**config.mk**
```make
export PLATFORM = sky130hd
export DESIGN_NAME = param_sync_fifo
export DESIGN_NICKNAME = d
export VERILOG_FILES = /design/src/rtl/param_sync_fifo.sv
export SDC_FILE = /design/constraint.sdc
export NUM_CORES = 1
export LEC_CHECK = 0
export CAP_MARGIN = 20
export CORE_AREA = 4 4 86 88
export CTS_BUF_LIST = sky130_fd_sc_hd__clkbuf_4
export CTS_CLUSTER_SIZE = 20
export DETAILED_ROUTE_END_ITERATION = 12
export DIE_AREA = 0 0 90 92
export GPL_TIMING_DRIVEN = 0
export PLACE_DENSITY = 0.79
export SLEW_MARGIN = 20
export SYNTH_ARGS = -nofsm -noshare
export SYNTH_HDL_FRONTEND = slang
export SYNTH_SLANG_ARGS = --single-unit
```
**constraint.sdc**
```tcl
create_clock -name CLK -period 2.6 [get_ports CLK]
set_input_delay 0.52 -clock CLK [delete_from_list [all_inputs] [get_ports CLK]]
set_output_delay 0.52 -clock CLK [all_outputs]
set_load 0.005 [all_outputs]
```
**src/rtl/param_sync_fifo.sv**
```systemverilog
// Single-clock FIFO with binary wrap-bit pointers, fill level, almost flags and sticky over/underflow flags.
// Optional macro FIFO_FWFT_EN selects first-word-fall-through read data; default is one-cycle registered read.
module param_sync_fifo #(
    parameter int DATA_WIDTH = 8,
    parameter int DEPTH      = 8,
    parameter int AF_LEVEL   = DEPTH - 2,
    parameter int AE_LEVEL   = 2
) (
    input  logic                    CLK,
    input  logic                    RST,
    input  logic [DATA_WIDTH-1:0]   wdata,
    input  logic                    winc,
    input  logic                    rinc,
    output logic [DATA_WIDTH-1:0]   rdata,
    output logic                    wfull,
    output logic                    rempty,
    output logic                    almost_full,
    output logic                    almost_empty,
    output logic [$clog2(DEPTH):0]  fill_level,
    output logic                    ovf_err,
    output logic                    udf_err
);
    localparam int AW = $clog2(DEPTH);
    localparam int PW = AW + 1;
    localparam logic [PW-1:0] ONE  = PW'(1);
    localparam logic [PW-1:0] AF_L = PW'(AF_LEVEL);
    localparam logic [PW-1:0] AE_L = PW'(AE_LEVEL);

    logic [DATA_WIDTH-1:0] mem [DEPTH];
    logic [PW-1:0]         wptr;
    logic [PW-1:0]         rptr;
    logic                  wr_ok;
    logic                  rd_ok;

    // Flags come only from registered pointers, so no path from winc/rinc.
    assign rempty = (wptr == rptr);
    assign wfull  = (wptr[AW-1:0] == rptr[AW-1:0]) && (wptr[AW] != rptr[AW]);

    assign wr_ok = winc && !wfull;
    assign rd_ok = rinc && !rempty;

    assign almost_full  = (fill_level >= AF_L);
    assign almost_empty = (fill_level <= AE_L);

    always_ff @(posedge CLK) begin
        if (wr_ok) begin
            mem[wptr[AW-1:0]] <= wdata;
        end
    end

    always_ff @(posedge CLK or negedge RST) begin
        if (!RST) begin
            wptr       <= '0;
            rptr       <= '0;
            fill_level <= '0;
            ovf_err    <= 1'b0;
            udf_err    <= 1'b0;
        end else begin
            if (wr_ok) begin
                wptr <= wptr + ONE;
            end
            if (rd_ok) begin
                rptr <= rptr + ONE;
            end
            case ({wr_ok, rd_ok})
                2'b10:   fill_level <= fill_level + ONE;
                2'b01:   fill_level <= fill_level - ONE;
                default: fill_level <= fill_level;
            endcase
            if (winc && wfull) begin
                ovf_err <= 1'b1;
            end
            if (rinc && rempty) begin
                udf_err <= 1'b1;
            end
        end
    end

`ifdef FIFO_FWFT_EN
    // Head entry is presented directly; value is meaningless while empty.
    assign rdata = mem[rptr[AW-1:0]];
`else
    always_ff @(posedge CLK or negedge RST) begin
        if (!RST) begin
            rdata <= '0;
        end else if (rd_ok) begin
            rdata <= mem[rptr[AW-1:0]];
        end
    end
`endif

endmodule

```
==> impl_summary.log, run 1 <==
[metrics] status: completed
[metrics] most common library cell in the layout ignoring fill and taps: edfxtp_1
[metrics] Port Buffer Count: 29
[metrics] clk root buf: clkbuf_4
[metrics] number of nets at the end of the flow: ~260
[metrics] number of standard cells in the layout, taps in and fillers out: 331
[metrics] GRT Util Overall: 0.171
[metrics] final critical-path setup slack: 84.5 ps
[metrics] register clock-pin slew on the reported worst setup and hold paths: between 100 and 150 ps
[metrics] timing-limited maximum frequency: roughly 400 MHz
[metrics] number of synthesis warnings: 0
[metrics] DRC violation count after routing: 0
[metrics] GR met3 Demand/Resource: 0.0418
[metrics] global placer's final weighted congestion: 0.758
[metrics] area occupied by registers: ~2500 sq um
[metrics] width of the chip: approximately 90 um
[metrics] power per standard cell area: approximately 1200 nW/um^2
[metrics] Yosys top cell by area: edfxtp_1
[metrics] row count: 30
[metrics] Post-Route Utilization: 0.637
[metrics] routed vias: about 1900
[metrics] number of global-route vias before repair: 1905
[metrics] share of synthesized area occupied by flip-flops and latches: 0.701
[metrics] library cells used by synthesis: 34
[metrics] worst-path maximum fanout: 7
[metrics] number of inserted diodes: 0
[metrics] syn avg cell area: 17.8 sq um
[metrics] kind of path behind the tightest hold check: in -> async
[metrics] clock sink count: 86
[metrics] leakage power of the design: 1.54 nW
[metrics] # setup viols final: 0
[metrics] type of element capturing the critical path: register
[metrics] Cell Area, Synth: 3530 sq um
[metrics] peak supply drop: between 0.5 and 0.6 mV
[metrics] synth top area cells: edfxtp_1 54%, dfrtp_1 16%, mux4_2 10%
[metrics] relative area change from synthesis to final layout: 20.1%
[metrics] Post-Synthesis Net Count: approximately 220
[metrics] die area: a little over 8000 sq um
[metrics] RSZ-0062 raised after global routing: true
[metrics] post-synthesis instance total: 198
[metrics] sum of routed wire length over all layers: ~6700 um
[metrics] most frequent cells in the layout: 64 x edfxtp_1, 26 x clkdlybuf4s50_1, 22 x dfrtp_1
[metrics] register-to-register setup slack: 80 ps
[metrics] detailed placer's ending HPWL: 4230 um
[metrics] Worst-Skew Late Latency: approximately 430 ps
[metrics] DR pass1 iterations: 4
[metrics] worst-case reg-to-reg path depth: 12
[metrics] data required time of the worst path: slightly below 3000 ps
[metrics] drt first-iter violations: 100
[metrics] maximum clock insertion buffer count: 2
[metrics] remaining max-slew budget at the tightest pin: 0.352
[metrics] mean routed wirelength per cell: 20.2 um
[metrics] category of the most critical setup path: reg -> reg
[metrics] Synth Register Bits: 86
[metrics] number of CTS-inserted buffers: 9
[metrics] placeable core region: between 6000 and 7000 sq um
[metrics] number of synthesized flops with an enable pin: 64
[metrics] number of routed nets with antenna violations: 0
[metrics] Placed Instances: 309
[metrics] final total negative setup slack: 0 ps
[metrics] Async SR Flop Fraction: 0.256
[metrics] final hold violation count: 0
[metrics] tightest hold margin: 41.2 ps
[metrics] pre-CTS setup slack: -298 ps
[metrics] Setup crit end: fill_level[2]$_DFFE_PN0P_
[metrics] data arrival time of the critical path: roughly 2800 ps
[metrics] source of the worst register-to-register timing path: wptr[2]$_DFFE_PN0P_
[metrics] overflow left after global routing: 0
[metrics] peak-usage layer in the global routing report: met2
[metrics] setup clock skew after layout: roughly 14 ps
[metrics] initial cell density of the core: 0.531
[metrics] height of the die: a little over 90 um
[metrics] final slew viol count: 0
[metrics] Least-Margin Pin Slew: around 970 ps
[metrics] final cycle utilization of the critical path: 0.968
[metrics] H-tree levels: 3
[metrics] initial antenna violation count: 0
[metrics] Critical path origin: wptr[2]$_DFFE_PN0P_
[metrics] wire length of the first global-routing pass: between 10000 and 15000 um
[metrics] shortest clock period the worst path allows after layout: between 2000 and 3000 ps
[metrics] vias per cell: roughly 5.6
[metrics] clock tree from TritonCTS: yes
[metrics] reg2reg end: fill_level[2]$_DFFE_PN0P_
[metrics] top cell type's share of synthesized area: 0.545
[metrics] count of maximum capacitance violations: 0
[metrics] number of fill cells in the layout: 478
[metrics] share of layout cells above drive strength 1: 0.263
[metrics] area of the multi-input gates: between 1000 and 1500 sq um
[metrics] I/O pin count: 30
[metrics] predominant post-synthesis flop cell: edfxtp_1
[metrics] pin count of the biggest net entering global routing: 23
[metrics] met2 Usage GRT: 0.285
[metrics] startpoint type of the worst setup path: register
[metrics] met1 capacity usage during global routing: 0.218
==> cell families (layout without fill, tap and decap cells) <==
logic type,after synthesis,in the layout,share of synthesized area
AOI/OAI and AO/OA,18,18,0.0390
xor gates and xnor gates,15,15,0.0394
adders and majority gates,5,5,0.0177
buffers and inverters,13,66,0.0195
DFF,86,86,0.701
muxes,27,27,0.136
and+or+nand+nor,34,34,0.0479
==> state kept, by name, summed over array words and instances (netlist names) <==
register and flops:
udf_err 1, wptr 4, rdata 8, mem 64
fill_level 4, rptr 4, ovf_err 1
==> critical path: stages (launching register included) <==
cell and delay, ps:
dfrtp_1 380, buf_2 190, xor2_4 200, o41ai_4 400, buf_6 160, inv_1 70
ha_4 180, xor2_1 140, ha_1 180, a21oi_1 150, xor2_1 150, nor2_1 70
xor2_1 140
==> report_power, final <==
part / switching (mW) / internal, mW
Combinational: 0.995 / 1.00
Clock: 0.463 / 0.411
Sequential: 0.199 / 1.82
==> through the flow <==
| stage | instance area (sq um) | total power [mW] |
|---|---|---|
| finish | 4240 | 4.89 |
| global route | 4240 | 5.18 |
| CTS | 4170 | 4.83 |
| detailed placement | 3940 | 3.88 |
| global placement | 3920 | 3.78 |
| floorplan | 3530 | 3.20 |
==> worst min path at each step <==
stage                                    from                         to
final                                     RST       rdata[3]$_DFFE_PN0P_
after global routing                      RST       rdata[3]$_DFFE_PN0P_
after CTS                 ovf_err$_DFFE_PN0P_        ovf_err$_DFFE_PN0P_
after detailed placement  ovf_err$_DFFE_PN0P_        ovf_err$_DFFE_PN0P_
after global placement    ovf_err$_DFFE_PN0P_        ovf_err$_DFFE_PN0P_
after floorplan                           RST  fill_level[0]$_DFFE_PN0P_
==> layer usage <==
metal	up-vias	part of all wire	wire length [um]
met3	10	0.058	389
li1	855	-	-
met4	0	0.012	81
met5	-	0	0
met2	54	0.53	3510
met1	933	0.40	2700
==> cells in the mapped netlist, types with 2 or more instances <==
cell type / count
a21o_1: 3
a21oi_1: 2
buf_4: 5
clkbuf_1: 2
dfrtp_1: 22
edfxtp_1: 64
ha_1: 5
inv_1: 4
mux2i_1: 8
mux4_2: 16
nand2_1: 11
nand2b_1: 3
nor2_1: 9
nor3_1: 4
o21ai_0: 9
xnor2_1: 3
xor2_1: 11
==> repair_timing <==
| action | in CTS | in global routing |
|---|---|---|
| buffers inserted | 1 | 5 |
| pin swaps | 1 | 3 |
| hold buffers | 0 | 0 |
| gates resized for setup | 14 | 5 |
| endpoints found under the setup margin | 5 | 21 |
| gates cloned | 0 | 0 |
==> final cells by class <==
class | count | area share
clock buffers | 10 | 0.0177
plain buffers | 9 | 0.0154
flip-flops and latches | 86 | 0.584
repair buffers | 37 | 0.0809
inverters | 4 | 0.00355
well taps | 80 | 0.0236
multi-input cells | 99 | 0.253
clock inverters | 6 | 0.0222
No activity file was read; power rests on OpenSTA's default activity.
==> run 2, diff against run 1 <==
--- a/config.mk
+++ b/config.mk
@@ -8,7 +8,7 @@
 export CAP_MARGIN = 20
 export CORE_AREA = 4 4 86 88
 export CTS_BUF_LIST = sky130_fd_sc_hd__clkbuf_4
-export CTS_CLUSTER_SIZE = 20
+export CTS_CLUSTER_SIZE = 40
 export DETAILED_ROUTE_END_ITERATION = 12
 export DIE_AREA = 0 0 90 92
 export GPL_TIMING_DRIVEN = 0
==> results of run 2 <==
No change in the layout: final DEF, timing and power equal those of run 1.
